`src/rtl/signdet_score_streamer.sv`:
```
// Streams NUM_CLASS class scores from the CNN result RAM as an init pulse plus a contiguous write burst.
// Latency: o_init one cycle after i_start, first beat RD_LAT+2 cycles after o_init; no backpressure, i_abort cancels.
module signdet_score_streamer #(
  parameter int NUM_CLASS = 7,
  parameter int ADDR_W    = 8,
  parameter int BASE_ADDR = 0,
  parameter int RD_LAT    = 1
) (
  input  logic              clk,
  input  logic              resetn,
  input  logic              i_start,
  input  logic              i_abort,
  output logic              o_rd_en,
  output logic [ADDR_W-1:0] o_rd_addr,
  input  logic [15:0]       i_rd_data,
  output logic              o_init,
  output logic              o_we,
  output logic [15:0]       o_dout,
  output logic              o_busy,
  output logic              o_done
);

  typedef enum logic [2:0] {IDLE, INIT, READ, DRAIN, DONE} state_t;

  localparam logic [3:0]        LAST = 4'(NUM_CLASS - 1);
  localparam logic [ADDR_W-1:0] BASE = ADDR_W'(BASE_ADDR);

  state_t            state, state_nxt;
  logic [3:0]        rd_cnt, rd_cnt_nxt;
  logic [ADDR_W-1:0] addr_nxt;
  logic              rd_en_nxt;
  logic [RD_LAT-1:0] vpipe;
  logic              vout;

  assign vout = vpipe[RD_LAT-1];

  always_comb begin
    state_nxt  = state;
    rd_cnt_nxt = rd_cnt;
    addr_nxt   = o_rd_addr;
    rd_en_nxt  = 1'b0;
    case (state)
      IDLE: if (i_start) state_nxt = INIT;
      INIT: begin
        state_nxt  = READ;
        rd_en_nxt  = 1'b1;
        addr_nxt   = BASE;
        rd_cnt_nxt = 4'd0;
      end
      READ: begin
        if (rd_cnt == LAST) begin
          state_nxt = DRAIN;
        end else begin
          rd_en_nxt  = 1'b1;
          addr_nxt   = o_rd_addr + ADDR_W'(1);
          rd_cnt_nxt = rd_cnt + 4'd1;
        end
      end
      // The last beat is on o_we while the pipeline has just emptied.
      DRAIN: if (vpipe == '0 && o_we) state_nxt = DONE;
      DONE:  state_nxt = IDLE;
      default: state_nxt = IDLE;
    endcase
    if (i_abort) begin
      state_nxt = IDLE;
      rd_en_nxt = 1'b0;
    end
  end

  always_ff @(posedge clk or negedge resetn) begin
    if (!resetn) begin
      state     <= IDLE;
      rd_cnt    <= 4'd0;
      o_rd_addr <= '0;
      o_rd_en   <= 1'b0;
      o_init    <= 1'b0;
      o_busy    <= 1'b0;
      o_done    <= 1'b0;
      o_we      <= 1'b0;
      o_dout    <= 16'd0;
      vpipe     <= '0;
    end else begin
      state     <= state_nxt;
      rd_cnt    <= rd_cnt_nxt;
      o_rd_addr <= addr_nxt;
      o_rd_en   <= rd_en_nxt;
      o_init    <= (state_nxt == INIT);
      o_busy    <= (state_nxt != IDLE);
      o_done    <= (state_nxt == DONE);
      // Abort drops in-flight reads so a stale score can never surface later.
      if (i_abort) begin
        vpipe <= '0;
        o_we  <= 1'b0;
      end else begin
        vpipe[0] <= o_rd_en;
        for (int i = 1; i < RD_LAT; i++) vpipe[i] <= vpipe[i-1];
        o_we <= vout;
        if (vout) o_dout <= i_rd_data;
      end
    end
  end

endmodule
```
`config.mk`:
```
export PLATFORM = sky130hd
export DESIGN_NAME = signdet_score_streamer
export DESIGN_NICKNAME = d
export VERILOG_FILES = /design/src/rtl/signdet_score_streamer.sv
export SDC_FILE = /design/constraint.sdc
export NUM_CORES = 1
export LEC_CHECK = 0
export CELL_PAD_IN_SITES_DETAIL_PLACEMENT = 2
export CELL_PAD_IN_SITES_GLOBAL_PLACEMENT = 2
export CORE_AREA = 2 2 51 89
export CTS_CLUSTER_DIAMETER = 60
export DETAILED_ROUTE_END_ITERATION = 7
export DIE_AREA = 0 0 53 91
export DONT_BUFFER_PORTS = 1
export PLACE_DENSITY_LB_ADDON = 0.1
export SYNTH_ARGS = -nofsm -noshare
export SYNTH_HDL_FRONTEND = slang
export SYNTH_SLANG_ARGS = --single-unit
```
`constraint.sdc`:
```
create_clock -name clk -period 1.61 [get_ports clk]
set_input_delay 0.4025 -clock clk [delete_from_list [all_inputs] [get_ports clk]]
set_output_delay 0.4025 -clock clk [all_outputs]
set_load 0.01 [all_outputs]
```
==> flow_summary.yaml <==
clock_network:
  cts_sinks: 37
  clkLatencyLatePin_ns: 0.29
  cts_root_buf: "clkbuf_8"
  cts_made_buffers: 5
  htree_levels: 2
  clock_path_buffers: 2
  cts.clk_slew.worst_paths_ns: 0.08
  cts.repair.resized: 0
  cts_tree: "built"
global_route:
  grt_max_degree: 38
  grt_use_met1_pct: 16.4
  grt_pass1_wl_um: 5730
  grt_usage_pct: 16.3
  grt_antenna_before_repair: 0
  grtUsageMet3_pct: 4.28
  grt_pass1_vias: 1191
  grt_util_met2_pct: 30.6
  busiest_layer: "met2"
  globalRouteOverflowTotal: 0
die:
  dieArea_um2: 4820
  fp.dieW_um: 53
  core_area_um2: 4070
  io_pins: 49
  initial_core_util_pct: 37.8
  num_rows: 31
  die_h_um: 91
layout:
  syn_to_final_growth_pct: 17.3
  num-fill-cells: 431
  antenna_cells: 0
  multi_input_comb_area_um2: 582
  layout.nets: 161
  post_route_cells_drive_above_1_share_pct: 28.8
  register_area_um2: 926
logic_synthesis:
  synth_top_cells_by_area: "dfrtp_1 60%, mux2_2 12%, nand3_1 2.9%"
  synthFlopType: "dfrtp_1"
  synth-edff-count: 0
  ys_seq_area_share_pct: 60.2
  synth_nets: 144
  ys_ff_latch: 37
  yosysMostFrequentCell: "dfrtp_1"
  netlist_instances: 121
  yosysTopAreaCell: "dfrtp_1"
  mappedNetlistArea_um2: 1540
  synthArstFlopShare_pct: 100
  yosysWarnings: 0
  synth_top_area_share_pct: 60.2
  synth_common_cells: "37 x dfrtp_1, 16 x mux2_2, 9 x nand3_1"
  syn_avg_cell_area_um2: 12.7
  synth.distinct_cells: 27
placed_design:
  pre_cts_ws_ns: 0.0519
  dp_hpwl_um: 2630
  globalplace.congestion: 0.678
  placement.io_buffers: 0
detailed_routing:
  drt_pre_antenna_iters: 4
  via_per_inst: 5.44
  ant_nets: 0
  num_vias: 1023
  drt_iter0_drc: 12
  remaining_drc_errors: 0
  wl_um: 3600
  wire_per_inst_um: 19.1
power:
  p_leak_nw: 0.825
  power_density_nw_per_um2: 1500
  ir_drop_uv: 744
  p_total_w: 0.00270
sta:
  worst_slack_ns: 0.109
  slew_headroom_pct: 76.4
  drv_slew: 0
  setup_viol: 0
  hold_viol_final: 0
  fin_crit_sh_pct: 93.3
  min_period_ns: 1.50
  fmax_ghz: 0.666
  worst_pin_slew_ns: 0.352
  skew_ns: 0.0104
setup_path:
  critPathMaxFanout: 11
  critPathRequiredTime_ns: 1.82
  cp-start-kind: "flop"
  cp-end-kind: "flop"
  criticalPathCategory: "reg -> reg"
  arrival_ns: 1.72
run_status:
  status: "finished clean"
run:
  cap_violations: 0
worst_hold_path:
  hold_path.class: "in -> reg"
==> cell usage in the layout (no fill, tap or decap), drive strengths merged <==
master	instances
a21oi	3
a31oi	1
and3	1
and4	4
buf	14
clkbuf	7
clkinv	1
dfrtp	37
dlygate4sd3	1
ha	3
inv	2
mux2	16
mux2i	1
nand2	4
nand3	9
nand3b	2
nand4	3
nor2	8
nor2b	3
nor3b	2
o211a	1
o211ai	2
o21ai	6
o31a	1
o31ai	2
or3	1
xor2	4
==> layer usage <==
layer | vias to the layer above | part of all wire [%]
met3 | 5 | 5.8
met2 | 35 | 59
met5 | - | 0
met1 | 519 | 34
li1 | 464 | -
met4 | 0 | 1.4
==> repair_timing <==
action | CTS | global route
buffers inserted | 0 | 4
hold buffers | 2 | 0
endpoints found under the hold margin | 37 | 0
endpoints found under the setup margin | 0 | 5
==> cell families after synthesis <==
kind of cell / share of synthesized area [%]
compound gates: 6.50
xor+xnor: 2.28
mux: 12.4
fa+ha+maj: 2.44
buf+inv: 2.03
simple gates: 14.2
flops: 60.2
==> sequential cells by signal, summed over array words and instances (netlist names), 3 cells and up <==
signal and count:
o_dout 16, state 3, o_rd_addr 8, rd_cnt 4
==> worst max-delay path, cell delays in order (launching register included) <==
cell      delay, ns
dfrtp_1        0.40
inv_1          0.06
ha_1           0.19
nand3b_1       0.18
nand2_2        0.08
buf_4          0.18
nor2_1         0.14
mux2i_1        0.19
==> where the power goes <==
group / leakage [nW] / switching, W / internal, W
clock: 0.0542 / 0.000324 / 0.000387
combinational: 0.293 / 0.000208 / 0.000279
sequential: 0.478 / 0.000317 / 0.00119
total: 0.825 / 0.000849 / 0.00185
==> per-stage QoR <==
| stage | util (%) | setup TNS [ns] | hold WS, ns | cell area (µm²) | instances |
|---|---|---|---|---|---|
| floorplan | - | 0 | 0.107 | 1540 | 121 |
| global placement | 40.4 | 0 | 0.108 | 1640 | 174 |
| detailed placement | 40.4 | 0 | 0.108 | 1640 | 174 |
| CTS | 43.6 | 0 | 0.160 | 1780 | 184 |
| global route | 44.3 | -0.110 | 0.154 | 1810 | 188 |
| finish | 44.3 | 0 | 0.171 | 1810 | 188 |
==> area by class of cell <==
| type | instances | share of cell area (%) |
|---|---|---|
| flip-flops and latches | 37 | 51.3 |
| multi-input cells | 77 | 32.2 |
| repair buffers | 15 | 7.07 |
| clock buffers | 7 | 5.34 |
| well taps | 49 | 3.40 |
| inverters | 2 | 0.416 |
| clock inverters | 1 | 0.277 |
==> final timing paths <==
kind,startpoint,to,slack (ns),depth (start not counted)
max,rd_cnt[0],o_rd_addr[3],0.11,7
min,i_abort,o_rd_en,0.17,1
max reg2reg,rd_cnt[0],o_rd_addr[3],0.11,7
min reg2reg,rd_cnt[3],rd_cnt[3],0.48,1
max in group asynchronous,resetn,o_dout[8],0.82,2
min in group asynchronous,resetn,o_rd_addr[3],0.58,2
Power figures use the tool's default switching activity.
